<file path="src/rtl/gs_rref_unload_pkg.sv">
// Shared types and sizing helpers for the reduced-matrix row unloader.
// The optional zero-row counter is enabled by defining GS_UNLOAD_ZCNT_EN.
package gs_rref_unload_pkg;

   typedef enum logic [1:0] {
      ST_IDLE  = 2'd0,
      ST_FETCH = 2'd1,
      ST_DRAIN = 2'd2,
      ST_FIN   = 2'd3
   } state_t;

   localparam int READ_DELAY_DEF = 2;

   // Address width that never collapses to zero bits for a one-row matrix.
   function automatic int addr_w(input int n);
      return (n > 1) ? $clog2(n) : 1;
   endfunction

   // Smallest prefetch FIFO that sustains one row per cycle.
   function automatic int fifo_depth(input int rd);
      return rd + 1;
   endfunction

endpackage

</file>
<file path="src/rtl/gs_rref_unload_fifo.sv">
// Prefetch FIFO for gs_rref_unload: holds {row index, row data} pairs
// between the row-memory read pipe and the valid/ready output.
module gs_unload_fifo
   import gs_rref_unload_pkg::*;
#(
   parameter int W     = 8,
   parameter int DEPTH = 3
) (
   input  logic                         clk,
   input  logic                         rst_b,
   input  logic                         push,
   input  logic [W-1:0]                 din,
   input  logic                         pop,
   output logic [W-1:0]                 dout,
   output logic                         empty,
   output logic [$clog2(DEPTH+1)-1:0]   cnt
);
   localparam int PW = (DEPTH > 1) ? $clog2(DEPTH) : 1;
   localparam int CW = $clog2(DEPTH + 1);
   localparam logic [PW-1:0] PTR_LAST = PW'(DEPTH - 1);
   localparam logic [CW-1:0] CNT_FULL = CW'(DEPTH);

   logic [W-1:0]  store [DEPTH];
   logic [PW-1:0] wr_ptr;
   logic [PW-1:0] rd_ptr;
   logic          do_push;
   logic          do_pop;

   assign empty   = (cnt == '0);
   assign do_pop  = pop & ~empty;
   assign do_push = push & ((cnt != CNT_FULL) | do_pop);
   assign dout    = store[rd_ptr];

   // Storage, pointers and occupancy; push and pop together keep cnt unchanged.
   always_ff @(posedge clk or negedge rst_b) begin
      if (!rst_b) begin
         for (int i = 0; i < DEPTH; i++) begin
            store[i] <= '0;
         end
         wr_ptr <= '0;
         rd_ptr <= '0;
         cnt    <= '0;
      end else begin
         if (do_push) begin
            store[wr_ptr] <= din;
            wr_ptr        <= (wr_ptr == PTR_LAST) ? '0 : wr_ptr + PW'(1);
         end
         if (do_pop) begin
            rd_ptr <= (rd_ptr == PTR_LAST) ? '0 : rd_ptr + PW'(1);
         end
         case ({do_push, do_pop})
            2'b10:   cnt <= cnt + CW'(1);
            2'b01:   cnt <= cnt - CW'(1);
            default: cnt <= cnt;
         endcase
      end
   end

endmodule

</file>
<file path="src/rtl/gs_rref_unload.sv">
// Streams rows 0..k-1 of the reduced matrix out of the row memory over valid/ready.
// Define GS_UNLOAD_ZCNT_EN to add the zero_rows (all-zero accepted rows) counter port.
module gs_rref_unload
   import gs_rref_unload_pkg::*;
#(
   parameter int k          = 6,
   parameter int l          = 4,
   parameter int READ_DELAY = READ_DELAY_DEF
) (
   input  logic                    clk,
   input  logic                    rst_b,
   input  logic                    start,
   output logic                    busy,
   output logic                    done,
   output logic [addr_w(k)-1:0]    mem_addr,
   output logic                    mem_en,
   input  logic [l-1:0]            mem_dina,
   output logic                    out_valid,
   input  logic                    out_ready,
   output logic [l-1:0]            out_data,
   output logic [addr_w(k)-1:0]    out_idx,
   output logic                    out_last
`ifdef GS_UNLOAD_ZCNT_EN
   ,
   output logic [$clog2(k+1)-1:0]  zero_rows
`endif
);
   localparam int AW = addr_w(k);
   localparam int FD = fifo_depth(READ_DELAY);
   localparam int CW = $clog2(FD + 1);
   localparam logic [AW-1:0] LAST_ADDR = AW'(k - 1);
   localparam logic [CW:0]   FD_V      = (CW + 1)'(FD);

   state_t              state;
   state_t              state_nx;
   logic [READ_DELAY-1:0] flag_pipe;
   logic [AW-1:0]       idx_pipe [READ_DELAY];
   logic [CW-1:0]       inflight;
   logic [CW-1:0]       fifo_cnt;
   logic [CW:0]         used;
   logic                fifo_empty;
   logic                pop;
   logic                push;
   logic [AW+l-1:0]     fifo_dout;

   assign pop       = out_valid & out_ready;
   assign push      = flag_pipe[READ_DELAY-1];
   assign out_valid = ~fifo_empty;
   assign out_idx   = fifo_dout[AW+l-1:l];
   assign out_data  = fifo_dout[l-1:0];
   assign out_last  = out_valid & (out_idx == LAST_ADDR);
   assign busy      = (state != ST_IDLE);
   assign done      = (state == ST_FIN);

   // Number of reads still travelling through the memory pipe.
   always_comb begin
      inflight = '0;
      for (int i = 0; i < READ_DELAY; i++) begin
         inflight = inflight + CW'(flag_pipe[i]);
      end
   end

   // A row popped this cycle returns its credit immediately, so the FIFO never starves.
   always_comb begin
      used = {1'b0, inflight} + {1'b0, fifo_cnt} - {{CW{1'b0}}, pop};
   end

   // Next-state and read-issue decode.
   always_comb begin
      state_nx = state;
      mem_en   = 1'b0;
      case (state)
         ST_IDLE: begin
            if (start) begin
               state_nx = ST_FETCH;
            end else begin
               state_nx = ST_IDLE;
            end
         end
         ST_FETCH: begin
            if (used < FD_V) begin
               mem_en = 1'b1;
               if (mem_addr == LAST_ADDR) begin
                  state_nx = ST_DRAIN;
               end else begin
                  state_nx = ST_FETCH;
               end
            end else begin
               state_nx = ST_FETCH;
            end
         end
         ST_DRAIN: begin
            if (pop && (out_idx == LAST_ADDR)) begin
               state_nx = ST_FIN;
            end else begin
               state_nx = ST_DRAIN;
            end
         end
         ST_FIN:  state_nx = ST_IDLE;
         default: state_nx = ST_IDLE;
      endcase
   end

   // State register.
   always_ff @(posedge clk or negedge rst_b) begin
      if (!rst_b) begin
         state <= ST_IDLE;
      end else begin
         state <= state_nx;
      end
   end

   // Read address (held at k-1 after the final issue) and the issue-flag pipe.
   always_ff @(posedge clk or negedge rst_b) begin
      if (!rst_b) begin
         mem_addr  <= '0;
         flag_pipe <= '0;
         for (int i = 0; i < READ_DELAY; i++) begin
            idx_pipe[i] <= '0;
         end
      end else begin
         if ((state == ST_IDLE) && start) begin
            mem_addr <= '0;
         end else if (mem_en && (mem_addr != LAST_ADDR)) begin
            mem_addr <= mem_addr + AW'(1);
         end
         flag_pipe[0] <= mem_en;
         idx_pipe[0]  <= mem_addr;
         for (int i = 1; i < READ_DELAY; i++) begin
            flag_pipe[i] <= flag_pipe[i-1];
            idx_pipe[i]  <= idx_pipe[i-1];
         end
      end
   end

   gs_unload_fifo #(
      .W     (AW + l),
      .DEPTH (FD)
   ) u_fifo (
      .clk   (clk),
      .rst_b (rst_b),
      .push  (push),
      .din   ({idx_pipe[READ_DELAY-1], mem_dina}),
      .pop   (pop),
      .dout  (fifo_dout),
      .empty (fifo_empty),
      .cnt   (fifo_cnt)
   );

`ifdef GS_UNLOAD_ZCNT_EN
   // Rank-deficiency indicator: accepted rows that are entirely zero.
   always_ff @(posedge clk or negedge rst_b) begin
      if (!rst_b) begin
         zero_rows <= '0;
      end else if ((state == ST_IDLE) && start) begin
         zero_rows <= '0;
      end else if (pop && (out_data == '0)) begin
         zero_rows <= zero_rows + ($clog2(k+1))'(1);
      end
   end
`endif

endmodule

</file>
<file path="config.mk">
export PLATFORM = sky130hd
export DESIGN_NAME = gs_rref_unload
export DESIGN_NICKNAME = d
export VERILOG_FILES = /design/src/rtl/gs_rref_unload_pkg.sv /design/src/rtl/gs_rref_unload_fifo.sv /design/src/rtl/gs_rref_unload.sv
export SDC_FILE = /design/constraint.sdc
export NUM_CORES = 1
export LEC_CHECK = 0
export CELL_PAD_IN_SITES_DETAIL_PLACEMENT = 1
export CELL_PAD_IN_SITES_GLOBAL_PLACEMENT = 1
export CORE_ASPECT_RATIO = 1.1
export CORE_UTILIZATION = 35
export DETAILED_ROUTE_END_ITERATION = 10
export PLACE_DENSITY = 0.68
export SYNTH_ARGS = -nofsm -noshare
export SYNTH_HDL_FRONTEND = slang
export SYNTH_SLANG_ARGS = --single-unit
</file>
<file path="constraint.sdc">
create_clock -name clk -period 3.86 [get_ports clk]
set_input_delay 0.772 -clock clk [delete_from_list [all_inputs] [get_ports clk]]
set_output_delay 0.772 -clock clk [all_outputs]
set_load 0.005 [all_outputs]
</file>
=== Word level (Yosys, flattened, before mapping) ===
Index checks and enable logic that the tools add are counted.

* Bits of input ports: 8
* Logic and storage cells: 69
* Bits in registers: 40

* Reduce and logical (&&, ||, !) cells: 9
* Bitwise gates (word level): 8
* Muxes and demuxes: 18
* Add/subtract/negate cells: 8
* Eq/ne operators: 11
* Magnitude comparators: 4

{| class="wikitable"
|+ Operator list
! cell !! count
|-
| 21-bit bitwise mux || 1
|-
| 7-bit two-way mux || 3
|-
| 7-bit binary-select mux with 2-bit select || 1
|-
| 7-bit demux with 2-bit select || 1
|-
| 2-bit equality test (second input constant) || 5
|-
| 2-bit two-way mux || 4
|-
| 2-bit case mux with 4 select lines || 1
|-
| 2-bit by 1-bit adder with 2-bit output (second input constant) || 3
|-
| 3-bit equality test (second input constant) || 2
|-
| 3-bit greater-or-equal comparator (second input constant) || 2
|-
| 3-bit two-way mux || 2
|-
| 2-bit NOT with 3-bit output || 2
|-
| 2-bit nonzero test || 3
|-
| 1-bit AND || 4
|-
| 2-bit by 1-bit equality test with 1-bit output (second input constant) || 2
|-
| 1-bit logical AND || 4
|-
| 2-bit logical NOT || 2
|-
| 1-bit two-way mux || 4
|-
| 2-bit case mux with 2 select lines || 1
|-
| 2-bit by 2-bit adder with 3-bit output || 1
|-
| 3-bit by 1-bit adder with 3-bit output (second input constant) || 1
|-
| 3-bit by 1-bit less-than comparator with 1-bit output (second input constant) || 1
|-
| 3-bit by 2-bit less-than comparator with 1-bit output (second input constant) || 1
|-
| 3-bit != test (second input constant) || 1
|-
| other kinds (6) || 6
|}

=== Longest topological paths before layout ===
* Depth in word-level cells: 10
* Gate-level depth with buffers: 9

=== Cells and area by module ===
From an unflattened synthesis, not the netlist that was laid out.

* Cells, all modules: 158
* Area, all modules: 1944.4 sq um

{| class="wikitable"
|+ Modules (own cells, without submodules)
! module !! times used !! cells each !! area an instance (sq um)
|-
| gs_unload_fifo || 1 || 102 || 1310.0
|-
| gs_rref_unload || 1 || 56 || 634.4
|}

=== Worst setup path before layout ===
No wires, ideal clock.

* Kind: in2out
* From: input port out_ready
* To: output port mem_en
* Arrival time: 2.568 ns
* Data required time: 3.088 ns
* Cell stages on the path: 7
* Path slack: 0.520 ns
* Cells stage by stage: o21ai_0 > inv_1 > ha_1 > fa_1 > fa_1 > xor2_1 > nor3_1

* Longest elaborated chain between the ends: 5

{| class="wikitable"
|+ RTL lines
! what !! line !! text
|-
| start: declaration || gs_rref_unload.sv:19 || <nowiki>input logic out_ready,</nowiki>
|-
| 1-bit AND || gs_rref_unload.sv:46 || <nowiki>assign pop = out_valid & out_ready;</nowiki>
|-
| 3-bit by 1-bit subtractor with 3-bit output || gs_rref_unload.sv:65 || <nowiki>used = {1'b0, inflight} + {1'b0, fifo_cnt} - {{CW{1'b0}}, pop};</nowiki>
|-
| 3-bit by 2-bit less-than comparator with 1-bit output || gs_rref_unload.sv:81 || <nowiki>if (used < FD_V) begin</nowiki>
|-
| 1-bit two-way mux || gs_rref_unload.sv:81 ||
|-
| 1-bit two-way mux || gs_rref_unload.sv:72 || <nowiki>case (state)</nowiki>
|-
| end: declaration || gs_rref_unload.sv:16 || <nowiki>output logic mem_en,</nowiki>
|}

Every way passes these cells.

=== Worst setup path after layout ===
* From: input port out_ready
* To: register state[0]

* Longest elaborated chain between the ends: 5
* Elaborated cells between the ends (all ways): 7
* Those cells by class: add/sub: 1; order compare: 1; mux: 3; bitwise: 1; reduce/logical: 1

{| class="wikitable"
|+ RTL lines
! what !! line !! text
|-
| 1-bit AND * || gs_rref_unload.sv:46 ||
|-
| 3-bit by 1-bit subtractor with 3-bit output || gs_rref_unload.sv:65 ||
|-
| 3-bit by 2-bit less-than comparator with 1-bit output || gs_rref_unload.sv:81 ||
|-
| 2-bit two-way mux || gs_rref_unload.sv:81 ||
|-
| 2-bit case mux with 4 select lines * || gs_rref_unload.sv:72 ||
|-
| via state_nx[0] || gs_rref_unload.sv:35 || <nowiki>state_t state_nx;</nowiki>
|-
| end signal: assignment || gs_rref_unload.sv:109 || <nowiki>state <= state_nx;</nowiki>
|-
| end: declaration || gs_rref_unload.sv:34 || <nowiki>state_t state;</nowiki>
|}

Mark *: on every way through the listed nets, which the timed path passes. The rest lies on a longest branch.
A chain may end at the register's enable or synchronous reset.

==> key figures <==
Place
  – Detail Placement HPWL: 2570 um
  – Port buffer count: 22
  – Placer's final routability congestion estimate: between 0.7 and 0.8
  – Pre-CTS worst setup slack: -368 ps

Die
  – Ports placed on the boundary: 23
  – Overall die area: 5600 um2
  – Height of the die: between 70 and 80 um
  – Core area: 5070 um2
  – Die extent in x: just over 70 um
  – Initial core utilization: between 30% and 40%
  – Std-Cell Rows: 27

Critical path
  – Type of destination of the critical path: flip-flop
  – Data arrival time of the critical path: between 3000 and 4000 ps
  – Crit-path max FO: 2
  – Worst setup SP type: input pin
  – R2R depth: 25
  – Top delay family on crit path: buffers and inverters
  – Highest-delay cell along the critical path: buf_4
  – Number of buffers and inverters on the critical path: 23
  – Critical Path Max Stage Delay: 130 ps
  – Startpoint of the most critical register-to-register path: u_fifo.cnt[0]
  – Slack of the worst reg-to-reg path: 210 ps
  – Endpoint required time on the critical path: between 4000 and 5000 ps
  – Most repeated library cell on the critical path: buf_4
  – Critical path start-end classification: input pin to flip-flop
  – Capturing point of the worst reg2reg path: state[0]

Synth
  – Number of warning messages in the yosys log: 0
  – Yosys top cell area share: between 50% and 60%
  – Area contributors post-synth: dfrtp_1 (54%), mux2_4 (11%), mux2i_1 (5.4%)
  – Share of flip-flops with an asynchronous set or reset: 100%
  – Synthesized area: between 1500 and 2000 um2
  – Flip-flop cell with the highest count after synthesis: dfrtp_1
  – Share of synthesized area occupied by flip-flops and latches: 53.9%
  – Number of nets produced by synthesis: about 160
  – Post-synth cell types: 32
  – FF+latch count, synth: 40
  – Mean instance size in the synthesized netlist: around 13 um2
  – Largest area contributor in the netlist: dfrtp_1
  – Count of mapped cells out of synthesis: 141
  – Number of flops mapped to enable cells by yosys: 0

Global routing
  – Leftover overflow at the end of global routing: 0
  – Total track usage: 18.0%
  – Number of global-route vias before repair: 1,463
  – Largest net degree at the start of global routing: 41
  – Wire length of the first global-routing pass: between 7000 and 8000 um
  – Number of antenna violations at the first check in global routing: 0

Timing
  – Setup repair after global routing missed its margin: no
  – Post-route clock period utilization: 95.2%
  – Worst clock skew: 3.08 ps
  – Peak clock frequency supported by timing: roughly 270 MHz
  – Total negative setup slack: 0 ps
  – Final hold violations: 0
  – Worst slew margin relative to its limit: 40.8%
  – Post-layout worst setup margin: 184 ps
  – Minimum period implied by the final worst setup slack: ~3700 ps
  – Final number of setup-violating endpoints: 0
  – Actual transition at the worst max-transition pin: 888 ps
  – Max Slew Vio Count: 0

Power
  – Static Leak: 0.00118 uW
  – Final Total Pwr: 2180 uW
  – Power per unit of standard cell area: about 900 nW/um2
  – Highest ir drop seen on vdd: 0.390 mV

Layout
  – Commonest non-fill, non-tap cell in the layout: dfrtp_1
  – Net total in the final layout: a little over 200
  – Final core area utilization: 47.9%
  – Most frequent cells in the layout: dfrtp_1 (39), buf_4 (28), clkdlybuf4s50_1 (19)
  – Diode count: 0
  – Proportion of layout cells with a drive suffix above 1: 35.6%
  – Growth of design area from synthesis to finish: 30.7%

Worst hold path
  – Hold Path Depth: 0
  – Worst Hold End: idx_pipe[2]
  – Class of the most critical hold timing path: flip-flop to flip-flop
  – Startpoint of the lowest-slack hold path: idx_pipe[5]

Drt
  – Final WL: 4350 um
  – Via/cell ratio: about 5
  – Detail Route Antenna Nets: 0
  – Via count: approximately 1,200
  – DR iter-0 viols: 62
  – Routed length per instance: 17.3 um
  – DRC violations left: 0
  – DR pass1 iterations: 4

Clocking
  – Number of buffers on the longest clock path: 2
  – Number of clock buffers inserted by TritonCTS: 5
  – Clock-pin slew of the registers on the worst-case setup and hold paths: 70 ps
  – CTS tree: yes
  – H-tree depth: 2
  – TritonCTS sink count: 40
  – Skew-Pair Late Insertion Delay: slightly below 300 ps
  – Clock Root Buffer: clkbuf_8

Outcome
  – Result of the run: complete, no violations

Run
  – Maximum capacitance violations: 0
state kept, by name, summed over array words and instances, names as in the netlist, named ones only:
signal         cells
flag_pipe          2
state              1
mem_addr           3
u_fifo.cnt         2
u_fifo.store      21
u_fifo.wr_ptr      2
u_fifo.rd_ptr      2
idx_pipe           6
cells in the mapped netlist, types with 2 or more instances:
master,instances
fa_1,2
inv_1,8
ha_1,4
nor2_1,4
mux2_4,14
o2bb2ai_1,2
or3b_1,2
dfrtp_1,40
o21ai_0,6
buf_2,2
nand2b_1,3
mux2_2,8
xor2_1,2
buf_6,2
xnor2_1,2
mux2i_1,10
nand2_1,15
layer usage:
metal | vias to the layer above | part of all wire, % | track usage, %
met5 | - | 0 | 0
met4 | 0 | 1.7 | 5.60
met3 | 8 | 3.7 | 4.36
met2 | 31 | 51 | 31.1
met1 | 631 | 43 | 22.0
li1 | 579 | - | -
where the power goes:
group | leakage [uW] | switching, uW | total (uW) | internal (uW)
registers | 0.000491 | 171 | 792 | 621
logic | 0.000641 | 434 | 1100 | 670
clock network | 0.0000445 | 142 | 287 | 145
total | 0.00118 | 747 | 2180 | 1440
how the worst max path moves through the flow:
stage / cells past startpoint / to / slack, ps / from
floorplan: 7 / mem_en / 520 / out_ready
global placement: 10 / mem_en / -360 / out_ready
detailed placement: 10 / mem_en / -370 / out_ready
CTS: 28 / state[0] / 30 / out_ready
global route: 26 / state[0] / 100 / out_ready
finish: 26 / state[0] / 180 / out_ready
layout make-up:
type | instances | area (um2)
flip-flops and latches | 40 | 1000
fillers | 540 | 2640
inverters | 8 | 30.0
clock inverters | 1 | 7.51
repair buffers | 50 | 419
multi-input cells | 88 | 807
clock buffers | 7 | 86.3
well taps | 58 | 72.6
cell families (layout without fill, tap and decap cells):
logic type	Yosys count	after routing	share of synthesized area [%]
adders and majority gates	6	6	4.86
and+or+nand+nor	34	34	9.37
muxes	32	32	21.6
xor gates and xnor gates	4	4	1.89
AOI/OAI and AO/OA	12	12	4.79
buffers and inverters	13	66	3.57
DFF	40	40	53.9
through the flow:
stage / cells / hold WS [ps] / instance area, um2
after floorplan: 141 / 331 / 1860
after global placement: 221 / 333 / 2140
after detailed placement: 221 / 336 / 2140
after CTS: 252 / 354 / 2420
after global routing: 252 / 372 / 2420
final: 252 / 351 / 2420
what timing repair did:
action / 4_1_cts / 5_1_grt
pin swaps: 2 / 1
hold buffers: 0 / 0
gates resized for setup: 6 / 5
setup endpoints to repair: 1 / 1
setup buffers: 23 / 2
No activity file was read; power rests on OpenSTA's default activity.
